==> src/rtl/rv32_alu_pkg.sv <==
// Shared types for the two-pass ALU issue controller: ALU select codes,
// sequencer states and the default WAIT timeout.
package rv32_alu_pkg;

    typedef enum logic [1:0] {
        ADD = 2'b00,
        AND = 2'b01,
        OR  = 2'b10,
        XOR = 2'b11
    } alu_sel_t;

    typedef enum logic [2:0] {
        IDLE,
        LO,
        HI,
        WAIT,
        RESP
    } alu_ctrl_state_t;

    localparam int TIMEOUT_DEFAULT = 16;

endpackage

==> src/rtl/rv32_rr_arbiter.sv <==
// Combinational round-robin picker: the first requester found scanning
// upward (with wrap) from the one after last_grant_i wins.
module rv32_rr_arbiter #(
    parameter int NUM_REQ = 2,
    localparam int IDX_W  = (NUM_REQ > 1) ? $clog2(NUM_REQ) : 1
) (
    input  logic [NUM_REQ-1:0] req_i,
    input  logic [IDX_W-1:0]   last_grant_i,
    output logic [NUM_REQ-1:0] grant_o,
    output logic [IDX_W-1:0]   grant_idx_o,
    output logic               any_o
);

    always_comb begin
        int pos;
        // NOTE: every output of a combinational block gets a default first so no path infers a latch.
        pos         = 0;
        grant_o     = '0;
        grant_idx_o = '0;
        any_o       = 1'b0;
        for (int i = 1; i <= NUM_REQ; i++) begin
            pos = (int'(last_grant_i) + i) % NUM_REQ;
            if (!any_o && req_i[IDX_W'(pos)]) begin
                grant_o[IDX_W'(pos)] = 1'b1;
                grant_idx_o          = IDX_W'(pos);
                any_o                = 1'b1;
            end
        end
    end

endmodule

==> src/rtl/rv32_alu_issue_ctrl.sv <==
// Round-robin issue controller for the two-pass 16-bit-slice ALU: grants one
// requester, steps the ALU through LO/HI, waits for valid and returns the result.
module rv32_alu_issue_ctrl
    import rv32_alu_pkg::*;
#(
    parameter int NUM_REQ = 2,
    parameter int TIMEOUT = TIMEOUT_DEFAULT,
    parameter int CNT_W   = 16
) (
    input  logic                  i_clk,
    input  logic                  i_rst,
    input  logic [NUM_REQ-1:0]    i_req_valid,
    output logic [NUM_REQ-1:0]    o_req_ready,
    input  logic [NUM_REQ*32-1:0] i_req_op_a,
    input  logic [NUM_REQ*32-1:0] i_req_op_b,
    input  logic [NUM_REQ*2-1:0]  i_req_sel,
    output logic [NUM_REQ-1:0]    o_rsp_valid,
    input  logic [NUM_REQ-1:0]    i_rsp_ready,
    output logic [31:0]           o_rsp_result,
    output logic                  o_rsp_carry,
    output logic                  o_rsp_err,
    output logic                  o_alu_clr,
    output logic                  o_alu_en,
    output logic [31:0]           o_alu_op_a,
    output logic [31:0]           o_alu_op_b,
    output logic [1:0]            o_alu_sel,
    output logic                  o_alu_hold,
    input  logic                  i_alu_valid,
    input  logic [31:0]           i_alu_result,
    input  logic                  i_alu_carry,
    output logic                  o_busy,
    output logic [CNT_W-1:0]      o_op_count
);

    localparam int IDX_W = (NUM_REQ > 1) ? $clog2(NUM_REQ) : 1;
    localparam int TMO_W = $clog2(TIMEOUT) + 1;

    alu_ctrl_state_t  state_q, state_d;
    logic [IDX_W-1:0] last_grant_q, last_grant_d;
    logic [IDX_W-1:0] id_q, id_d;
    logic [31:0]      op_a_q, op_a_d, op_b_q, op_b_d;
    alu_sel_t         sel_q, sel_d;
    logic [31:0]      result_q, result_d;
    logic             carry_q, carry_d, err_q, err_d;
    logic [TMO_W-1:0] tmo_q, tmo_d;
    logic [CNT_W-1:0] op_count_q, op_count_d;

    logic [NUM_REQ-1:0] grant;
    logic [IDX_W-1:0]   grant_idx;
    logic               grant_any;

    rv32_rr_arbiter #(.NUM_REQ(NUM_REQ)) u_arb (
        .req_i       (i_req_valid),
        .last_grant_i(last_grant_q),
        .grant_o     (grant),
        .grant_idx_o (grant_idx),
        .any_o       (grant_any)
    );

    always_comb begin
        state_d      = state_q;
        last_grant_d = last_grant_q;
        id_d         = id_q;
        op_a_d       = op_a_q;
        op_b_d       = op_b_q;
        sel_d        = sel_q;
        result_d     = result_q;
        carry_d      = carry_q;
        err_d        = err_q;
        tmo_d        = tmo_q;
        op_count_d   = op_count_q;
        o_req_ready  = '0;
        o_rsp_valid  = '0;
        o_alu_clr    = 1'b0;
        o_alu_en     = 1'b0;
        o_alu_hold   = 1'b0;
        case (state_q)
            IDLE: begin
                // No grant during the reset cycle so a dropped request is never half-accepted.
                if (grant_any && !i_rst) begin
                    o_req_ready = grant;
                    o_alu_clr   = 1'b1;
                    id_d        = grant_idx;
                    op_a_d      = i_req_op_a[32*grant_idx +: 32];
                    op_b_d      = i_req_op_b[32*grant_idx +: 32];
                    sel_d       = alu_sel_t'(i_req_sel[2*grant_idx +: 2]);
                    state_d     = LO;
                end
            end
            LO: begin
                o_alu_en = 1'b1;
                state_d  = HI;
            end
            HI: begin
                o_alu_en = 1'b1;
                tmo_d    = '0;
                state_d  = WAIT;
            end
            WAIT: begin
                o_alu_hold = 1'b1;
                if (i_alu_valid) begin
                    result_d = i_alu_result;
                    carry_d  = (sel_q == ADD) && i_alu_carry;
                    err_d    = 1'b0;
                    state_d  = RESP;
                end else if (tmo_q == TMO_W'(TIMEOUT - 1)) begin
                    result_d = '0;
                    carry_d  = 1'b0;
                    err_d    = 1'b1;
                    state_d  = RESP;
                end else begin
                    tmo_d = tmo_q + TMO_W'(1);
                end
            end
            RESP: begin
                o_alu_hold       = 1'b1;
                o_rsp_valid[id_q] = 1'b1;
                if (i_rsp_ready[id_q]) begin
                    last_grant_d = id_q;
                    op_count_d   = op_count_q + CNT_W'(1);
                    state_d      = IDLE;
                end
            end
            default: state_d = IDLE;
        endcase
    end

    // NOTE: registers use non-blocking assignments so every flop samples pre-edge values.
    always_ff @(posedge i_clk) begin
        if (i_rst) begin
            state_q      <= IDLE;
            last_grant_q <= IDX_W'(NUM_REQ - 1);
            id_q         <= '0;
            op_a_q       <= '0;
            op_b_q       <= '0;
            sel_q        <= ADD;
            result_q     <= '0;
            carry_q      <= 1'b0;
            err_q        <= 1'b0;
            tmo_q        <= '0;
            op_count_q   <= '0;
        end else begin
            state_q      <= state_d;
            last_grant_q <= last_grant_d;
            id_q         <= id_d;
            op_a_q       <= op_a_d;
            op_b_q       <= op_b_d;
            sel_q        <= sel_d;
            result_q     <= result_d;
            carry_q      <= carry_d;
            err_q        <= err_d;
            tmo_q        <= tmo_d;
            op_count_q   <= op_count_d;
        end
    end

    assign o_busy       = (state_q != IDLE);
    assign o_alu_op_a   = o_busy ? op_a_q : '0;
    assign o_alu_op_b   = o_busy ? op_b_q : '0;
    assign o_alu_sel    = o_busy ? sel_q : 2'b00;
    assign o_rsp_result = (state_q == RESP) ? result_q : '0;
    assign o_rsp_carry  = (state_q == RESP) && carry_q;
    assign o_rsp_err    = (state_q == RESP) && err_q;
    assign o_op_count   = op_count_q;

endmodule

==> config.mk <==
export PLATFORM = sky130hd
export DESIGN_NAME = rv32_alu_issue_ctrl
export DESIGN_NICKNAME = d
export VERILOG_FILES = /design/src/rtl/rv32_alu_pkg.sv /design/src/rtl/rv32_rr_arbiter.sv /design/src/rtl/rv32_alu_issue_ctrl.sv
export SDC_FILE = /design/constraint.sdc
export NUM_CORES = 1
export LEC_CHECK = 0
export CAP_MARGIN = 15
export CORE_ASPECT_RATIO = 0.75
export CORE_MARGIN = 8
export CORE_UTILIZATION = 41
export CTS_CLUSTER_DIAMETER = 30
export DETAILED_ROUTE_END_ITERATION = 6
export PLACE_DENSITY_LB_ADDON = 0.3
export SLEW_MARGIN = 20
export SYNTH_ARGS = -nofsm -noshare
export SYNTH_HDL_FRONTEND = slang
export SYNTH_SLANG_ARGS = --single-unit
==> constraint.sdc <==
create_clock -name i_clk -period 2.86 [get_ports i_clk]
set_input_delay 0.572 -clock i_clk [delete_from_list [all_inputs] [get_ports i_clk]]
set_output_delay 0.572 -clock i_clk [all_outputs]
set_load 0.01 [all_outputs]
==> key figures <==
Routing
  – Antenna-violating nets left: 0
  – Routed vias/inst: 5.01
  – Final wirelength: 19500 um
  – Iteration-0 DRC Markers: 250
  – Number of remaining DRC errors: 0
  – Routed WL per cell: 17.2 um
  – Vias: 5672
  – First-pass DRT Iterations: 4

Setup path
  – Worst EP arrival: 2.16 ns
  – Crit-path max FO: 27
  – R2R Path End: o_op_count[14]
  – Path depth of the worst reg2reg path: 4
  – Startpoint types: flip-flop
  – Setup Crit Path Kind: flip-flop to output pin
  – Worst path required time: 2.29 ns
  – Worst r2r src: state_q[2]
  – Reg2reg setup slack: 0.66 ns
  – Crit path capture type: output pin

CTS
  – Inserted Clock Buffers: 17
  – CTS tree: done
  – Clock H-tree levels: 4
  – Insertion delay to the later sink of the worst-skew pair: 0.40 ns
  – CTS sink cnt: 126
  – Hold Buf Count CTS: 0
  – Clk slew on worst S/H paths: 0.06 ns
  – Clock Root Buffer: clkbuf_16
  – Clock tree buffer depth: 2

STA
  – Setup TNS: 0 ns
  – Slew HR: 49.2%
  – F_max: 0.366 GHz
  – Actual slew at the worst max-slew pin: 0.762 ns
  – Setup violations, final: 0
  – Period minus WS final: 2.73 ns
  – Hold WS: 0.463 ns
  – Setup Skew: 0.0122 ns
  – Part of the cycle the worst path needs: 95.4%
  – Final Hold Viols: 0
  – RSZ-0062 raised after global routing: no
  – Max-slew violation count: 0

Synth
  – Cell variety after synth: 36
  – Dominant synthesized flop cell: dfxtp_1
  – Cell accounting for the most synthesized area: dfxtp_1
  – Async set or reset register ratio after synthesis: 0%
  – Syn_nets: 847
  – Synthesized area: 5890 um^2
  – Syn_area_per_cell: 8.76 um^2
  – Top post-synthesis cells by area: dfxtp_1 (43%), mux2i_1 (12%), and2_1 (11%)
  – Post-synthesis instance total: 672
  – Register area share after synthesis: 42.8%
  – Flops & latches, synth: 126
  – Number of synthesis warnings: 0
  – Number of synthesized flops with an enable pin: 0
  – Yosys top cell area share: 42.8%

Min path
  – Hold endpoint: err_q
  – Worst hold path depth: 2
  – Hold Crit Start: err_q
  – HP Class: flip-flop to flip-flop

GRT
  – First-pass GRT wire length: 30500 um
  – Vias in the first global route: 5414
  – GRT Total Usage: 20.7%
  – Pin count of the biggest net entering global routing: 133
  – Initial antenna violation count: 0
  – Congestion Overflow GR: 0

Pwr
  – Max VDD drop: 0.434 mV
  – Power density cells: 504 nW/um^2
  – Total power: 4.81 mW
  – LEAKAGE: 3.87 nW

Job
  – Max Cap Viol: 0

Floorplan
  – # IOs: 296
  – Core Area: 14300 um^2
  – Width of the chip: 154 um
  – Die Ht: 120 um
  – Num rows: 38
  – Initial Utilization: 41.3%
  – DIE AREA: 18500 um^2

Placement
  – Cell Count Post-Placement: 1101
  – Placed instance area: 8970 um^2
  – Detailed Place HPWL: 14600 um
  – IO Port Bufs: 293
  – Placer Congestion: 0.823

Cells and area
  – Area Overhead vs Synth: 62.0%
  – Ant diodes: 0
  – Most frequent cells in the layout: clkdlybuf4s50_1 (290), dfxtp_1 (126), nor2_1 (120), and2_1 (102)
  – Final instance area: 9540 um^2
  – Nets: 1115
  – Leading cell type in the layout, fill and taps excluded: clkdlybuf4s50_1
  – Final std cells w/o fill: 1133
  – Filler cells: 1192
  – Layout cells sized above 1: 5.56%

Run status
  – Status: completed
==> cell type report <==
type	instances	area [um^2]	area share (%)
flip-flops and latches	126	2520	26.4
clock inverters	12	121	1.27
repair buffers	309	3090	32.4
well taps	180	225	2.36
clock buffers	20	437	4.58
inverters	6	22.5	0.236
multi-input cells	480	3120	32.7
==> critical path, cell delays in order (launching register included) <==
cell             delay, ns
dfxtp_1               0.39
or3_4                 0.43
buf_4                 0.23
and2_1                0.19
clkdlybuf4s50_1       0.51
==> flip-flops by register name, indices dropped and copies added (netlist names) <==
signal	cells
op_a_q	32
op_b_q	32
result_q	32
o_op_count	16
tmo_q	5
state_q	3
sel_q	2
carry_q	1
err_q	1
id_q	1
last_grant_q	1
==> worst max-delay path by stage <==
stage / startpoint / to / slack [ns] / depth (start not counted)
CTS: state_q[1] / o_alu_op_b[31] / 0.10 / 4
global route: state_q[2] / o_rsp_result[31] / 0.02 / 4
floorplan: state_q[1] / o_req_ready[0] / 0.64 / 7
global placement: i_req_valid[0] / o_alu_clr / 0.27 / 4
finish: state_q[1] / o_alu_op_a[31] / 0.13 / 4
detailed placement: i_req_valid[0] / o_alu_clr / 0.25 / 4
==> cells by family (layout without fill, tap and decap cells) <==
group                      after synthesis  count (layout)  share of synthesized area (%)
and+or+nand+nor                        269             269                           23.2
AOI/OAI and AO/OA                      127             127                           15.3
DFF                                    126             126                           42.8
muxes                                   68              68                           11.6
buffers and inverters                   66             347                           4.72
xor gates and xnor gates                12              12                           1.78
adders and majority gates                3               3                          0.637
other                                    1               1                         0.0637
==> cells in the mapped netlist, types with 5 or more instances <==
| cell type | n |
|---|---|
| nand2_1 | 9 |
| or3_1 | 7 |
| clkbuf_1 | 43 |
| buf_2 | 15 |
| a21oi_1 | 11 |
| a211oi_1 | 68 |
| a22oi_1 | 32 |
| o21ai_0 | 10 |
| nand3_1 | 7 |
| nor2_1 | 120 |
| and2_1 | 102 |
| dfxtp_1 | 126 |
| nor3_1 | 5 |
| xnor2_1 | 10 |
| inv_1 | 6 |
| nand4_1 | 5 |
| mux2i_1 | 68 |
==> per-stage QoR <==
stage / utilization (%) / setup slack, ns
6_report: 66.9 / 0.130
5_1_grt: 66.9 / 0.0205
4_1_cts: 66.9 / 0.100
3_5_place_dp: 62.9 / 0.248
3_3_place_gp: 62.9 / 0.268
2_1_floorplan: - / 0.638
==> what timing repair did <==
action,4_1_cts,5_1_grt
endpoints found under the setup margin,34,0
gates resized for setup,5,0
hold endpoints to repair,0,0
setup buffers,0,0
==> power breakdown <==
part | total [mW] | switching, mW | internal [mW]
registers | 1.91 | 0.0505 | 1.86
clock network | 2.04 | 0.766 | 1.27
logic | 0.862 | 0.378 | 0.483
==> metal layers <==
| metal | vias to the layer above | part of all wire (%) | GRT usage, % |
|---|---|---|---|
| met3 | 11 | 9.6 | 9.63 |
| met1 | 2590 | 43 | 24.9 |
| met4 | 0 | 0.87 | 4.64 |
| met5 | - | 0 | 0 |
| met2 | 187 | 46 | 33.2 |
| li1 | 2884 | - | - |
Power figures use the tool's default switching activity.
